## src/rtl/cpu_pkg.sv

```systemverilog
// Shared CPU definitions: default NOP encoding, instruction-memory FSM
// states and the opcode/funct constants used by decode.
package cpu_pkg;

  localparam logic [31:0] NOP_WORD_DEFAULT = 32'h0000_0000;

  typedef enum logic {
    CLEAR = 1'b0,
    RUN   = 1'b1
  } imem_state_t;

  localparam logic [5:0] OP_ADDI    = 6'b001000;
  localparam logic [5:0] OP_BEQ     = 6'b000100;
  localparam logic [5:0] OP_J       = 6'b000010;
  localparam logic [5:0] OP_RTYPE   = 6'b000000;
  localparam logic [5:0] FUNCT_MUL  = 6'b011000;

endpackage

```

## src/rtl/imem_array.sv

```systemverilog
// DEPTH x DATA_W RAM, one synchronous write port, one synchronous read port.
// A read and a write to the same word in one cycle return the old contents.
// Ports: clk; i_we/i_waddr/i_wdata write port; i_re/i_raddr read request;
// o_rdata read data, updated only on cycles with i_re=1.
module imem_array #(
  parameter int DATA_W = 32,
  parameter int DEPTH  = 64,
  parameter int AW     = $clog2(DEPTH)
) (
  input  logic              clk,
  input  logic              i_we,
  input  logic [AW-1:0]     i_waddr,
  input  logic [DATA_W-1:0] i_wdata,
  input  logic              i_re,
  input  logic [AW-1:0]     i_raddr,
  output logic [DATA_W-1:0] o_rdata
);

  logic [DATA_W-1:0] r_mem [DEPTH];
  logic [DATA_W-1:0] r_rdata;

  always_ff @(posedge clk) begin
    if (i_re) r_rdata <= r_mem[i_raddr];  // samples pre-write value
    if (i_we) r_mem[i_waddr] <= i_wdata;
  end

  assign o_rdata = r_rdata;

endmodule

```

## src/rtl/instr_mem_sync.sv

```systemverilog
// Clocked instruction memory: cleared to NOP after reset, programmable at
// run time, one-cycle-latency fetch port with stall hold and fault flags.
// Ports: clk, rst (sync, active high); fetch_req/fetch_addr/fetch_ready
// request side; instr_hold stall; instr/instr_valid/fault_misaligned/
// fault_range response; prog_we/prog_addr/prog_data write port; prog_err
// one-cycle rejection pulse.
module instr_mem_sync
  import cpu_pkg::*;
#(
  parameter int              DATA_W   = 32,
  parameter int              ADDR_W   = 32,
  parameter int              DEPTH    = 64,
  parameter logic [DATA_W-1:0] NOP_WORD = DATA_W'(NOP_WORD_DEFAULT)
) (
  input  logic              clk,
  input  logic              rst,
  input  logic              fetch_req,
  input  logic [ADDR_W-1:0] fetch_addr,
  output logic              fetch_ready,
  input  logic              instr_hold,
  output logic [DATA_W-1:0] instr,
  output logic              instr_valid,
  output logic              fault_misaligned,
  output logic              fault_range,
  input  logic              prog_we,
  input  logic [ADDR_W-1:0] prog_addr,
  input  logic [DATA_W-1:0] prog_data,
  output logic              prog_err
);

  localparam int AW = $clog2(DEPTH);

  imem_state_t r_state, w_state_nxt;
  logic [AW-1:0] r_cnt, w_cnt_nxt;

  logic r_valid, r_fmis, r_frng, r_use_nop, r_prog_err;

  // Anything at or above DEPTH*4 has a nonzero bit above the word index.
  logic w_f_mis, w_f_rng, w_accept;
  logic w_p_ok, w_p_rej;
  logic w_we;
  logic [AW-1:0] w_waddr;
  logic [DATA_W-1:0] w_wdata, w_rdata;

  assign fetch_ready = (r_state == RUN);
  assign w_f_mis  = (fetch_addr[1:0] != 2'b00);
  assign w_f_rng  = ((fetch_addr >> (AW + 2)) != '0);
  assign w_accept = fetch_req && fetch_ready && !instr_hold;

  assign w_p_ok  = (prog_addr[1:0] == 2'b00) && ((prog_addr >> (AW + 2)) == '0);
  assign w_p_rej = prog_we && ((r_state == CLEAR) || !w_p_ok);

  // CLEAR owns the write port; in RUN only legal program writes reach it.
  assign w_we    = !rst && ((r_state == CLEAR) || (prog_we && w_p_ok));
  assign w_waddr = (r_state == CLEAR) ? r_cnt : prog_addr[AW+1:2];
  assign w_wdata = (r_state == CLEAR) ? NOP_WORD : prog_data;

  imem_array #(.DATA_W(DATA_W), .DEPTH(DEPTH), .AW(AW)) u_array (
    .clk     (clk),
    .i_we    (w_we),
    .i_waddr (w_waddr),
    .i_wdata (w_wdata),
    .i_re    (w_accept),
    .i_raddr (fetch_addr[AW+1:2]),
    .o_rdata (w_rdata)
  );

  always_comb begin
    w_state_nxt = r_state;
    w_cnt_nxt   = r_cnt;
    if (r_state == CLEAR) begin
      w_cnt_nxt = r_cnt + AW'(1);
      if (r_cnt == AW'(DEPTH - 1)) w_state_nxt = RUN;
    end
  end

  always_ff @(posedge clk) begin
    if (rst) begin
      r_state <= CLEAR;
      r_cnt   <= '0;
    end else begin
      r_state <= w_state_nxt;
      r_cnt   <= w_cnt_nxt;
    end
  end

  // The RAM read register only advances on accepted fetches, so it and
  // r_use_nop together hold the last response across idle and stall cycles.
  always_ff @(posedge clk) begin
    if (rst) begin
      r_valid    <= 1'b0;
      r_fmis     <= 1'b0;
      r_frng     <= 1'b0;
      r_use_nop  <= 1'b1;
      r_prog_err <= 1'b0;
    end else begin
      r_prog_err <= w_p_rej;
      if (!instr_hold) begin
        r_valid <= w_accept;
        r_fmis  <= w_accept && w_f_mis;
        r_frng  <= w_accept && w_f_rng;
        if (w_accept) r_use_nop <= w_f_mis || w_f_rng;
      end
    end
  end

  assign instr            = r_use_nop ? NOP_WORD : w_rdata;
  assign instr_valid      = r_valid;
  assign fault_misaligned = r_fmis;
  assign fault_range      = r_frng;
  assign prog_err         = r_prog_err;

endmodule

```

## config.mk

```make
export PLATFORM = sky130hd
export DESIGN_NAME = instr_mem_sync
export DESIGN_NICKNAME = d
export VERILOG_FILES = /design/src/rtl/cpu_pkg.sv /design/src/rtl/imem_array.sv /design/src/rtl/instr_mem_sync.sv
export SDC_FILE = /design/constraint.sdc
export NUM_CORES = 2
export LEC_CHECK = 0
export BUFFER_PORTS_ARGS = -buffer_cell sky130_fd_sc_hd__buf_4
export CAP_MARGIN = 20
export CORE_MARGIN = 8
export CORE_UTILIZATION = 59
export CTS_BUF_LIST = sky130_fd_sc_hd__clkbuf_2
export DETAILED_ROUTE_END_ITERATION = 6
export PLACE_DENSITY_LB_ADDON = 0.08
export REMOVE_ABC_BUFFERS = 1
export SLEW_MARGIN = 10
export SYNTH_ARGS = -nofsm -noshare
export SYNTH_HDL_FRONTEND = slang
export SYNTH_SLANG_ARGS = --single-unit
```

## constraint.sdc

```tcl
create_clock -name clk -period 3.6 [get_ports clk]
set_input_delay 0.72 -clock clk [delete_from_list [all_inputs] [get_ports clk]]
set_output_delay 0.72 -clock clk [all_outputs]
set_load 0.02 [all_outputs]
```

==> metrics.md <==
| Metric | Value |
|---|---|
| Hold crit path type | `input port to flop` |
| Area post-placement | `86300 sq um` |
| Clock Path Buffers | `4` |
| Tmin final | `3.71 ns` |
| CORE AREA | `135000 sq um` |
| Placer Congestion | `0.882` |
| Post-Route Utilization | `0.681` |
| Placed cell count | `5503` |
| Pre-antenna DRT Iters | `7` |
| Slew Limit Fails | `0` |
| Htree depth | `6` |
| Clock-pin slew on the worst setup and hold paths | `0.09 ns` |
| Reg-to-reg slack, setup | `0.08 ns` |
| Top cells by area, synth | `edfxtp_1, mux4_2, a22oi_1, nand2_1, mux2i_1` |
| RSZ-0062 raised after global routing | `true` |
| Critical Path End Type | `flop` |
| Area grow syn2layout | `15.3%` |
| Ys Warns | `0` |
| Run status | `complete, but fails checks` |
| Clock Latency Late Sink | `1.73 ns` |
| Worst r2r src | `fetch_ready` |
| # Max-Cap Violations | `0` |
| First-pass GRT wire length | `slightly above 300000 microns` |
| Share of cells above drive strength 1 | `0.398` |
| I/O pin cnt | `138` |
| Async SR Flop Fraction | `0` |
| Die Y | `383 microns` |
| Yosys reg bits | `around 2.1k` |
| Area of the multi-input gates | `16600 sq um` |
| Worst-path fanout max | `30` |
| PD cells | `475 nW/um^2` |
| CP Launch Type | `input port` |
| Number of CTS-inserted buffers | `532` |
| # rows | `about 140` |
| Largest net degree at the start of global routing | `65` |
| Fin. Hold Viols | `0` |
| Post-Place Setup Slack | `-0.202 ns` |
| Layout Skew | `0.133 ns` |
| HP Start | `prog_addr[26]` |
| Buffers added on ports | `137` |
| Worst slew margin | `0.167` |
| Final HPWL DP | `131000 microns` |
| Drt wl/cell | `34.0 microns` |
| DRC | `3` |
| Req. time, crit path | `slightly below 5 ns` |
| Fillers | `roughly 8.7k` |
| Synth Flop Type | `edfxtp_1` |
| Layout net count | `4448` |
| Final worst slack | `-0.106 ns` |
| Routed WL | `220000 microns` |
| GRT overflow | `0` |
| Cells after Synth | `~3.5k` |
| Reg-to-Reg End | `u_array.r_mem[5][13]` |
| Die area | `147000 sq um` |
| Worst Hold End | `u_array.r_mem[30][13]` |
| Initial core utilization | `0.591` |
| Netlist cell types | `45` |
| Final std cells w/o fill | `about 6.5k` |
| Avg Cell Area, Syn | `about 23 sq um` |
| Post-synth top area share | `0.784` |
| Fmax | `roughly 270 MHz` |
| # setup viols final | `73` |
| Post-DRT Antenna Nets | `0` |
| Vias per Instance | `roughly 6.5` |
| CTS Sinks | `2092` |
| Failing checks | `DRC, setup timing` |
| WP data arrival | `4.99 ns` |
| Post-synth EDFFs | `2080` |
| Initial antenna violation count | `16` |
| Reg area | `62700 sq um` |
| Design area | `~92000 sq um` |
| Worst-Margin Slew | `1.25 ns` |
| Crit Path Class | `input port to flop` |
| Via count | `between 40k and 50k` |
| Drt first-iter violations | `about 5.1k` |
| CTS tree | `built` |
| Area leader, netlist | `edfxtp_1` |
| Die width | `~380 microns` |
| Leak | `31.9 nW` |
| Syn Std Cell Area | `79600 sq um` |
| VDD IR-drop max | `0.384 mV` |
| All-Layer GR Usage | `0.299` |
| Sequential share of the synthesized area | `0.787` |
| Number of global-route vias before repair | `~44k` |
| Final worst path period share | `1.03` |
| Hold Path Depth | `7` |
| R2r worst-path depth | `8` |
| Clock root buffer | `clkbuf_2` |
| Hold_ws | `0.180 ns` |
[cells in the mapped netlist (all sizes together) (33+ instances only)]
cell type	instances
nor2	88
a22oi	169
mux2i	33
clkbuf	70
mux4	512
and2	35
buf	119
nor2b	41
edfxtp	2080
nand2	90
[placed cells by master (no fill, tap or decap), drive strengths merged, types with 10 or more instances in the layout]
cell	n
edfxtp	2080
mux2i	33
inv	18
a221oi	27
buf	442
nand2	90
a21oi	27
nor2	88
mux4	512
o22a	27
clkbuf	730
nor2b	41
clkinv	110
and3	27
a211oi	27
dfxtp	12
a22oi	169
dlygate4sd3	83
nor4	12
diode	10
a32oi	27
nand3	11
and2	35
[through the flow]
step / TNS, ns / total power [W]
2_1_floorplan: -550.85 / 0.0279
3_3_place_gp: -1.01 / 0.0291
3_5_place_dp: -0.729 / 0.0292
4_1_cts: -2.82 / 0.0439
5_1_grt: -0.348 / 0.0452
6_report: -2.72 / 0.0436
[final cells by class]
class / instances / share of cell area
inverter: 4 / 0.000164
clock inverter: 131 / 0.00740
antenna: 10 / 0.000273
timing repair buffer: 526 / 0.0640
clock buffer: 730 / 0.0398
multi-input combinational: 1190 / 0.181
sequential: 2092 / 0.683
tap: 1781 / 0.0243
[per-layer routing]
layer,track usage,up-vias,part of all wire
li1,-,16900,-
met1,0.403,22100,0.37
met2,0.470,2620,0.48
met3,0.0773,351,0.10
met4,0.131,4,0.038
met5,0,-,0.00013
[worst max-delay path by stage]
stage	from	to	slack [ns]	cells past startpoint
3_3_place_gp	fetch_addr[2]	u_array.o_rdata[23]	-0.47	7
4_1_cts	r_use_nop	instr[27]	-0.14	3
6_report	prog_addr[31]	u_array.r_mem[2][4]	-0.11	12
3_5_place_dp	fetch_addr[2]	u_array.o_rdata[15]	-0.20	7
5_1_grt	r_use_nop	instr[27]	-0.08	3
2_1_floorplan	fetch_ready	u_array.r_mem[17][0]	-0.38	5
[what timing repair did]
action                                 4_1_cts  5_1_grt
setup endpoints to repair                   33      271
buffers inserted                             6        0
cloned                                       1        0
endpoints found under the hold margin     4114        1
hold buffers                                82        1
gates resized for setup                     48        3
[worst max-delay path, cell delays in order]
cell,delay [ns]
dlygate4sd3_1,0.56
buf_4,0.14
nor4_1,0.15
dlygate4sd3_1,0.61
nand3_2,0.23
dlygate4sd3_1,0.78
o41ai_4,0.34
dlygate4sd3_1,0.64
nand3_1,0.13
buf_4,0.21
nor2_4,0.18
buf_12,0.27
[cells by family after synthesis]
kind of cell / after synthesis / share of synthesized area
AOI/OAI and AO/OA: 320 / 0.0308
xor gates and xnor gates: 4 / 0.000440
adders and majority gates: 1 / 0.000157
buffers and inverters: 193 / 0.0126
DFF: 2092 / 0.787
muxes: 547 / 0.149
and+or+nand+nor: 318 / 0.0192
[sequential cells by signal, indices dropped and copies added (netlist names)]
| signal | cells |
|---|---|
| fault_misaligned | 1 |
| fault_range | 1 |
| fetch_ready | 1 |
| instr_valid | 1 |
| prog_err | 1 |
| r_cnt | 6 |
| r_use_nop | 1 |
| u_array.o_rdata | 32 |
| u_array.r_mem | 2048 |
[power breakdown]
part	internal (W)	switching (W)	total, W	leakage, nW
Clock	0.00585	0.00904	0.0149	3.40
Sequential	0.0264	0.0000238	0.0264	20.5
Combinational	0.00100	0.00124	0.00224	7.94
(Power assumes the default switching activity.)
